File: src/rtl/switch_debounce.sv
// Parallel switch debouncer: per-bit two-flop synchroniser plus a persistence counter.
// A new level is accepted after it holds for DEBOUNCE_CYCLES clocks. Rise, fall and
// changed pulses are registered and coincide with the sw_out update.
module switch_debounce #(
   parameter int unsigned      WIDTH           = 8,
   parameter int unsigned      DEBOUNCE_CYCLES = 120000,
   parameter logic [WIDTH-1:0] RESET_VAL       = '0
) (
   input  logic             clk,
   input  logic             rst_n,
   input  logic [WIDTH-1:0] sw_in,
   output logic [WIDTH-1:0] sw_out,
   output logic [WIDTH-1:0] rise,
   output logic [WIDTH-1:0] fall,
   output logic             changed
);

   localparam int unsigned CNT_W = (DEBOUNCE_CYCLES > 1) ? $clog2(DEBOUNCE_CYCLES) : 1;
   localparam logic [CNT_W-1:0] CNT_LAST = CNT_W'(DEBOUNCE_CYCLES - 1);

   logic [WIDTH-1:0]            s1_q, s1_d;
   logic [WIDTH-1:0]            s2_q, s2_d;
   logic [WIDTH-1:0]            sw_out_q, sw_out_d;
   logic [WIDTH-1:0]            rise_q, rise_d;
   logic [WIDTH-1:0]            fall_q, fall_d;
   logic                        changed_q, changed_d;
   logic [WIDTH-1:0][CNT_W-1:0] cnt_q, cnt_d;

   // Synchroniser stages: the only logic that samples sw_in
   always_comb begin
      s1_d = sw_in;
      s2_d = s1_q;
   end

   // Per-bit accept logic; a bit is counting whenever s2 differs from the accepted level
   always_comb begin
      sw_out_d = sw_out_q;
      cnt_d    = cnt_q;
      for (int unsigned i = 0; i < WIDTH; i++) begin
         if (s2_q[i] == sw_out_q[i]) begin
            cnt_d[i] = '0;
         end else if (cnt_q[i] == CNT_LAST) begin
            sw_out_d[i] = s2_q[i];
            cnt_d[i]    = '0;
         end else begin
            cnt_d[i] = cnt_q[i] + CNT_W'(1);
         end
      end
   end

   // Edge pulses derived from the next accepted level so they land with sw_out
   always_comb begin
      rise_d    = sw_out_d & ~sw_out_q;
      fall_d    = ~sw_out_d & sw_out_q;
      changed_d = |(rise_d | fall_d);
   end

   always_ff @(posedge clk or negedge rst_n) begin
      if (!rst_n) begin
         s1_q      <= RESET_VAL;
         s2_q      <= RESET_VAL;
         sw_out_q  <= RESET_VAL;
         cnt_q     <= '0;
         rise_q    <= '0;
         fall_q    <= '0;
         changed_q <= 1'b0;
      end else begin
         s1_q      <= s1_d;
         s2_q      <= s2_d;
         sw_out_q  <= sw_out_d;
         cnt_q     <= cnt_d;
         rise_q    <= rise_d;
         fall_q    <= fall_d;
         changed_q <= changed_d;
      end
   end

   assign sw_out  = sw_out_q;
   assign rise    = rise_q;
   assign fall    = fall_q;
   assign changed = changed_q;

endmodule
File: config.mk
export PLATFORM = sky130hd
export DESIGN_NAME = switch_debounce
export DESIGN_NICKNAME = d
export VERILOG_FILES = /design/src/rtl/switch_debounce.sv
export SDC_FILE = /design/constraint.sdc
export NUM_CORES = 1
export LEC_CHECK = 0
export ABC_AREA = 1
export CAP_MARGIN = 15
export CORE_UTILIZATION = 61
export CTS_CLUSTER_SIZE = 10
export DETAILED_ROUTE_END_ITERATION = 7
export PLACE_DENSITY = 0.89
export SYNTH_ARGS = -nofsm -noshare
export SYNTH_HDL_FRONTEND = slang
export SYNTH_SLANG_ARGS = --single-unit
File: constraint.sdc
create_clock -name clk -period 2.25 [get_ports clk]
set_input_delay 0.45 -clock clk [delete_from_list [all_inputs] [get_ports clk]]
set_output_delay 0.45 -clock clk [all_outputs]
set_load 0.02 [all_outputs]
==> results.toml <==
[global_routing]
grt_overflow = 0
grt_antenna_before_repair = 0
grt_util_all_layers_pct = 25.94
grt_max_degree = 56
grt_pass1_wl_um = 33030
grt_pass1_vias = 7415

[sta]
period_share_pct = 90.60
min_period_ns = 2.038
final_max_slew_viol_count = 0
tightest_slew_ns = 0.5338
worst_clock_skew_ns = 0.008802
finalSetupViolations = 0
rsz0062_at_grt = "false"
hold_viol_final = 0
fmax_mhz = 490.6
relSlewSlack_pct = 64.41
setup_tns_ns = 0
fin_ws_ns = 0.2115

[cts]
clk_pin_slew_ns = 0.06
cts_made_buffers = 17
insertion_delay_ns = 0.43
postCtsResizedCells = 0
cts_root_buf = "clkbuf_16"
cts.sinks = 177
cts.path.max_buffers = 2
tritoncts = "done"
cts_htree_levels = 4

[layout]
final_nets = 1250
syn_to_final_growth_pct = 12.47
num_antenna_cells = 0
instances_no_fill = 1411
drive_above_1_share_pct = 7.824
num-fill-cells = 1025

[route]
firstDrtPassIters = 7
drt_iter0_markers = 516
totalWireLength_um = 18810
drc = 6
wl_per_cell_um = 13.33
ant_nets = 0
via_per_inst = 5.390
num_vias = 7605

[floorplanning]
rows = 44
start_util_pct = 63.32
die_x_um = 125.5
die_h_um = 125.5
core-area_um2 = 14700
die-area_um2 = 15760
io_pins = 35

[placement]
globalplace.congestion = 0.9126
dp_hpwl_um = 13280
place_ws_ns = 0.2234
numPlacedInstances = 1380
io_buffers = 34

[logic_synthesis]
syn_nets = 1199
syn_inst = 1165
yosys_warnings = 0
synth_area_um2 = 9308
synth_flop_cell = "dfrtp_1"
syn_area_per_cell_um2 = 7.989
synth-edff-count = 0
synth.most_common_cell = "nand2_1"
synth_top_area_share_pct = 47.59
synthTopCellsByCount = "302 x nand2_1, 238 x nor2_1, 177 x dfrtp_1"
ys_seq_area_share_pct = 47.59
synth_cell_types = 26
async_flop_share_pct = 100.0
synth_area_leader_cell = "dfrtp_1"
ys_top_cells_by_area = "dfrtp_1 48%, nand2_1 12%, nor2_1 9.6%"
synth_seq_cells = 177

[setup_path]
cp-start-kind = "flip-flop"
path_max_fanout = 7
critical_path_class = "reg -> reg"
end_kind = "flip-flop"
crit_arrival_ns = 2.36
cp.required_ns = 2.57

[outcome]
violations = "DRC"
outcome = "finished with violations"

[power_and_ir_drop]
clkPwrFrac_pct = 46.3
p_sw_uw = 1388
ir_worst_vdd_v = 0.0005907
pwr-share-comb_pct = 3.4
p_leak_uw = 0.004450
intPower_uw = 5119
p_per_area_nw_per_um2 = 621.6
pwr-share-seq_pct = 50.4
swShare_pct = 21.33

[worst_hold_path]
hold_class = "reg -> reg"

[flow_run]
maxCapViolCount = 0
## worst paths after layout
path | slack (ns) | cells past startpoint | from | endpoint
min in group asynchronous | 0.54 | 2 | rst_n | cnt_q[3]
min | 0.35 | 0 | s1_q[3] | s2_q[3]
min reg2reg | 0.35 | 0 | s1_q[3] | s2_q[3]
max reg2reg | 0.21 | 9 | cnt_q[102] | changed
max in group asynchronous | 1.04 | 3 | rst_n | cnt_q[103]
max | 0.21 | 9 | cnt_q[102] | changed
## layout by cell type, fill, tap and decap left out, types with 10 or more instances in the layout
master,instances
nand2_1,302
nor2_1,238
dfrtp_1,177
inv_1,125
nand3_1,57
nand4_1,50
xor2_1,35
clkdlybuf4s50_1,33
ha_1,24
o21bai_1,18
a21oi_1,17
nor2_2,17
clkbuf_16,17
nor2_4,16
xnor2_1,14
nand2_2,13
o21ai_1,12
nand3_2,11
o21ai_0,10
## sequential cells by signal, indices dropped and copies added (netlist names)
| signal | count |
|---|---|
| changed | 1 |
| cnt_q | 136 |
| fall | 8 |
| rise | 8 |
| s1_q | 8 |
| s2_q | 8 |
| sw_out | 8 |
## metrics by stage
step	total power [uW]	hold slack (ns)	utilization, %	cell area [um2]
2_1_floorplan	3437	0.1544	-	9308
3_5_place_dp	3554	0.3347	67.05	9856
5_1_grt	6730	0.3490	71.22	10470
4_1_cts	6561	0.3450	71.22	10470
6_report	6508	0.3463	71.22	10470
3_3_place_gp	3542	0.3315	67.05	9856
## worst max-delay path: stages (launching register included)
cell and delay, ns:
dfrtp_1 0.38, ha_1 0.21, nand3_1 0.15, nor2_4 0.21, nand3_2 0.12, nand2_1 0.07
nand2_1 0.07, ha_1 0.33, nand4_1 0.09, or2_2 0.29
## cells by family after synthesis
| group | share of synthesized area, % |
|---|---|
| xor gates and xnor gates | 4.611 |
| DFF | 47.59 |
| adders and majority gates | 3.226 |
| AOI/OAI and AO/OA | 4.033 |
| and+or+nand+nor | 34.57 |
| buffers and inverters | 5.969 |
## timing repair
action,CTS,global route
hold buffers,1,0
endpoints found under the hold margin,27,0
endpoints found under the setup margin,0,0
buffers inserted,0,0
## power by group through the flow
stage	Clock (uW)	Combinational (uW)	Sequential, uW
floorplan	0	112	3320
global placement	0	213	3330
detailed placement	0	220	3330
CTS	3060	224	3280
global route	3190	254	3280
finish	3010	219	3280
## metal layers
metal,vias up,share of wire (%),track usage [%]
met5,-,0,0
met4,0,2.2,10.69
met3,38,4.2,4.835
met2,185,50,43.73
met1,3605,44,32.95
li1,3777,-,-
## area by class of cell
type / count / area (um2) / area share [%]
flip-flops and latches: 177 / 4429 / 42.31
multi-input cells: 855 / 4323 / 41.29
clock buffers: 21 / 470.5 / 4.494
inverters: 125 / 469.2 / 4.482
repair buffers: 40 / 414.1 / 3.956
well taps: 184 / 230.2 / 2.199
clock inverters: 9 / 132.6 / 1.267
(Power assumes the default switching activity.)
